`src/rtl/fpa_pkg.sv`:
```
// Shared FPA definitions: ZP source select codes, unload FSM state type, last-word helper.
// Define FPA_ZP_FLAGS_EN to add the flags word to 3-word (dw=1) unloads.
package fpa_pkg;

    localparam logic [1:0] ZP_T0    = 2'b00;
    localparam logic [1:0] ZP_T16   = 2'b01;
    localparam logic [1:0] ZP_T32D  = 2'b10;
    localparam logic [1:0] ZP_FLAGS = 2'b11;

    typedef enum logic [1:0] {
        ST_IDLE = 2'd0,
        ST_SEL  = 2'd1,
        ST_OUT  = 2'd2,
        ST_DONE = 2'd3
    } fpa_zp_state_e;

    // Index of the final word of an unload; with flags the dw=1 unload gains the flags word.
    function automatic logic [1:0] zp_last_idx(input logic dw);
`ifdef FPA_ZP_FLAGS_EN
        return dw ? ZP_FLAGS : ZP_T16;
`else
        return dw ? ZP_T32D : ZP_T16;
`endif
    endfunction

endpackage

```
`src/rtl/fpa_zp_rd.sv`:
```
// Unloads the FPA result over the ZP bus one 16-bit word at a time with a valid/ready output.
// Optional macro FPA_ZP_FLAGS_EN appends a flags word (select 11) to dw=1 unloads.
module fpa_zp_rd
    import fpa_pkg::*;
(
    input  logic        clk_sys,
    input  logic        clr,
    input  logic        start,
    input  logic        dw,
    input  logic [0:15] zp,
    output logic        zpa,
    output logic        zpb,
    output logic        _0_zp,
    output logic [0:15] word,
    output logic        word_valid,
    input  logic        word_ready,
    output logic        busy,
    output logic        done,
    output logic [0:1]  idx,
    output logic [1:0]  dbg_state
);

    // Handshake: a word moves on any rising edge where word_valid and word_ready are both 1;
    // word_valid never drops and word never changes until that edge.
    fpa_zp_state_e state;
    logic          dw_q;

    assign dbg_state = state;

    // All outputs are registered and set for the state being entered.
    always_ff @(posedge clk_sys) begin
        if (clr) begin
            state      <= ST_IDLE;
            idx        <= 2'd0;
            word       <= 16'd0;
            word_valid <= 1'b0;
            done       <= 1'b0;
            busy       <= 1'b0;
            zpa        <= 1'b0;
            zpb        <= 1'b0;
            _0_zp      <= 1'b1;
            dw_q       <= 1'b0;
        end else begin
            case (state)
                ST_IDLE: begin
                    if (start) begin
                        dw_q       <= dw;
                        idx        <= 2'd0;
                        busy       <= 1'b1;
                        _0_zp      <= 1'b0;
                        {zpb, zpa} <= ZP_T0;
                        state      <= ST_SEL;
                    end
                end
                ST_SEL: begin
                    word       <= zp;
                    word_valid <= 1'b1;
                    state      <= ST_OUT;
                end
                ST_OUT: begin
                    if (word_ready) begin
                        word_valid <= 1'b0;
                        if (idx == zp_last_idx(dw_q)) begin
                            done       <= 1'b1;
                            _0_zp      <= 1'b1;
                            {zpb, zpa} <= ZP_T0;
                            state      <= ST_DONE;
                        end else begin
                            idx        <= idx + 2'd1;
                            {zpb, zpa} <= idx + 2'd1;
                            state      <= ST_SEL;
                        end
                    end
                end
                ST_DONE: begin
                    done  <= 1'b0;
                    busy  <= 1'b0;
                    idx   <= 2'd0;
                    state <= ST_IDLE;
                end
                default: state <= ST_IDLE;
            endcase
        end
    end

endmodule

```
`config.mk`:
```
export PLATFORM = sky130hd
export DESIGN_NAME = fpa_zp_rd
export DESIGN_NICKNAME = d
export VERILOG_FILES = /design/src/rtl/fpa_pkg.sv /design/src/rtl/fpa_zp_rd.sv
export SDC_FILE = /design/constraint.sdc
export NUM_CORES = 1
export LEC_CHECK = 0
export BUFFER_PORTS_ARGS = -buffer_cell sky130_fd_sc_hd__buf_2
export CAP_MARGIN = 15
export CORE_ASPECT_RATIO = 0.8
export CORE_MARGIN = 2
export CORE_UTILIZATION = 40
export CTS_BUF_LIST = sky130_fd_sc_hd__clkbuf_16
export DETAILED_ROUTE_END_ITERATION = 12
export GPL_ROUTABILITY_DRIVEN = 0
export PLACE_DENSITY = 0.69
export REMOVE_ABC_BUFFERS = 1
export SYNTH_ARGS = -nofsm -noshare
export SYNTH_HDL_FRONTEND = slang
export SYNTH_SLANG_ARGS = --single-unit
export TNS_END_PERCENT = 30
```
`constraint.sdc`:
```
create_clock -name clk_sys -period 1.5 [get_ports clk_sys]
set_input_delay 0.3 -clock clk_sys [delete_from_list [all_inputs] [get_ports clk_sys]]
set_output_delay 0.3 -clock clk_sys [all_outputs]
set_load 0.02 [all_outputs]
```
==> metrics.md <==
| Metric | Value |
|---|---|
| Status | `finished clean` |
| Final setup violation count | `0` |
| Number of iterations in the first detailed-routing pass | `4` |
| Root Driver | `clkbuf_16` |
| Unique masters post-synth | `32` |
| Data required time at the worst endpoint | `1.64 ns` |
| Number of synthesis warnings | `0` |
| TritonCTS clock tree | `built` |
| Nets | `201` |
| Cell leakage power | `0.686 nW` |
| Total routed wire length on the met1 layer | `1120 µm` |
| Sequential cell area fraction in the yosys report | `48.4%` |
| Die footprint | `3230 µm²` |
| Dpl cells | `213` |
| Via total after detailed routing | `1049` |
| Mean cell area of the mapped netlist | `8.33 µm²` |
| Share of post-route cells with drive strength above 1 | `33.5%` |
| Average detailed-routed wire length per instance | `11.0 µm` |
| Die Height | `51.2 µm` |
| Layout overhead on the synthesized area | `31.8%` |
| Post-Syn Area | `1120 µm²` |
| Post-synthesis sequential element count | `27` |
| Cells after synthesis | `134` |
| Slew of the pin with the lowest slew margin | `0.473 ns` |
| Register containing the most flip-flops in the final layout | `word` |
| Design area | `1470 µm²` |
| Number of standard-cell rows in the floorplan | `17` |
| Unrepaired setup endpoints after global routing | `false` |
| Max transition margin | `68.5%` |
| Initial cell density of the core | `41.3%` |
| Critical path class | `flop to flop` |
| Top Metal Used | `met4` |
| HPWL after detailed placement | `1770 µm` |
| First-pass GRT wire length | `3930 µm` |
| Post-layout min period | `1.42 ns` |
| TritonCTS buffer count | `3` |
| Worst-path maximum fanout | `9` |
| Count of max-cap constraint violations | `0` |
| Worst Hold Margin | `0.282 ns` |
| Peak VDD IR | `0.512 mV` |
| Type of element capturing the critical path | `flop` |
| Initial DRC Count | `32` |
| Worst path arrival time | `1.56 ns` |
| Number of pins exceeding their max-slew limit in the final report | `0` |
| Number of global-route vias before repair | `936` |
| Endpoints failing hold | `0` |
| FF-to-FF setup slack | `0.08 ns` |
| Count of pins on the block boundary | `47` |
| Port Buffers | `46` |
| Worst clock skew | `0.00289 ns` |
| Wirelength, routed | `2400 µm` |
| Die Wd | `63.1 µm` |
| Routed met3 length | `95 µm` |
| Clock Tree Buf Depth | `2` |
| Maximum clock frequency | `705 MHz` |
| Core region area | `2700 µm²` |
| Number of sinks handled by clock tree synthesis | `27` |
| Initial antenna violation count | `0` |
| Setup TNS | `0 ns` |
| Diode count | `0` |
| Library cell occupying the most area in the post-synthesis netlist | `dfxtp_1` |
| PD cells | `1080 nW/µm²` |
| Clock-pin slew on the worst setup and hold paths | `0.06 ns` |
| Total overflow reported by the global router | `0` |
| Final core utilization | `54.5%` |
| Class of the worst hold path | `input port to flop` |
| Count of nets left with antenna violations after detail routing | `0` |
| Worst-skew pair later-pin latency | `0.25 ns` |
| Placement Cell Area | `1390 µm²` |
| Filler-free cell count of the finished design | `217` |
| H-tree level count | `1` |
| Cells taking the most area after synthesis | `dfxtp_1, nand2_1, a21oi_1, buf_2, o21ai_0` |
| Vias per Instance | `4.83` |
| Category of the worst setup path launch point | `flop` |
| DRC Markers | `0` |
| Share of the clock period used by the worst path | `94.5%` |
| GRT Total Usage | `15.3%` |
| Fraction of post-synthesis cell area in the top cell type by area | `48.4%` |
| Total met2 wirelength after detailed routing | `1140 µm` |
| Largest net degree at the start of global routing | `29` |
| Max reg flops | `16` |
## cells in the final DEF, fill, tap and decap left out, types with 2 or more instances in the layout
master	n
clkbuf_16	3
a21boi_0	2
a21oi_1	24
nand2b_1	3
nand2_1	34
and3b_2	2
o21ai_0	5
buf_2	46
buf_4	5
nor2b_1	3
inv_1	4
dfxtp_1	27
or3b_2	2
nand3b_1	2
## final timing paths
kind,from,depth (start not counted),endpoint
setup / recovery,idx[1]$_SDFFE_PP0P_,3,_0_zp$_SDFFE_PP1P_
hold reg to reg,word[2]$_SDFFE_PP0P_,2,word[2]$_SDFFE_PP0P_
setup reg to reg,idx[1]$_SDFFE_PP0P_,3,_0_zp$_SDFFE_PP1P_
hold / removal,zp[0],3,word[0]$_SDFFE_PP0P_
## timing repair
action,in CTS,in global routing
gates resized for setup,0,1
buffers inserted,0,0
hold buffers,0,0
setup endpoints to repair,0,1
## kinds of logic after synthesis
group | count (synthesis) | share of synthesized area, %
AND/OR/NAND/NOR | 55 | 25.9
multiplexers | 1 | 0.897
buffers and inverters | 13 | 5.04
flip-flops | 27 | 48.4
AO/OA/AOI/OAI | 38 | 19.7
## synth_stat cells
cell type / instances
and4bb_1: 1
o21bai_1: 1
nand3b_1: 2
clkbuf_2: 1
o31ai_1: 1
o22ai_1: 1
nand3_1: 1
buf_2: 5
nand2_1: 34
or2_1: 1
nor3b_2: 1
dfxtp_1: 27
nand2b_1: 3
nor3b_1: 1
nor2_1: 1
a221oi_1: 1
o2111ai_1: 1
and2b_1: 1
nor2b_1: 3
a21boi_0: 2
o211a_1: 1
buf_1: 1
a2111o_1: 1
nor3_1: 1
clkbuf_1: 3
a21oi_1: 24
and3b_2: 2
mux2i_1: 1
and4b_2: 1
or3b_2: 2
inv_1: 3
o21ai_0: 5
## per-stage QoR
step	power [mW]	setup WS [ns]
global route	1.67	0.0197
CTS	1.61	0.0762
finish	1.59	0.0824
detailed placement	1.03	0.0874
floorplan	0.921	0.0104
global placement	1.02	0.139
## routing by layer
| metal | vias to the layer above | GRT usage, % |
|---|---|---|
| li1 | 547 | - |
| met1 | 474 | 19.5 |
| met2 | 24 | 26.1 |
| met3 | 4 | 1.76 |
| met4 | 0 | 7.78 |
| met5 | - | 0 |
## critical path: stages, from the launching register on
cell and delay (ns):
dfxtp_1 0.44, and3b_2 0.26, o211a_1 0.23, a2111o_1 0.37
## area by class of cell
type                       count  area, µm²
clock buffer                   3       75.1
inverter                       3       11.3
sequential                    27        541
fill                         269       1230
tap                           38       47.5
multi-input combinational     94        526
timing repair buffer          51        268
clock inverter                 1       3.75
## report_power, final
part | internal (mW) | switching [mW] | leakage [nW]
Sequential | 0.756 | 0.0264 | 0.220
Clock | 0.356 | 0.223 | 0.0423
Combinational | 0.0924 | 0.137 | 0.424
Total | 1.20 | 0.387 | 0.686
No activity file was read; power rests on OpenSTA's default activity.
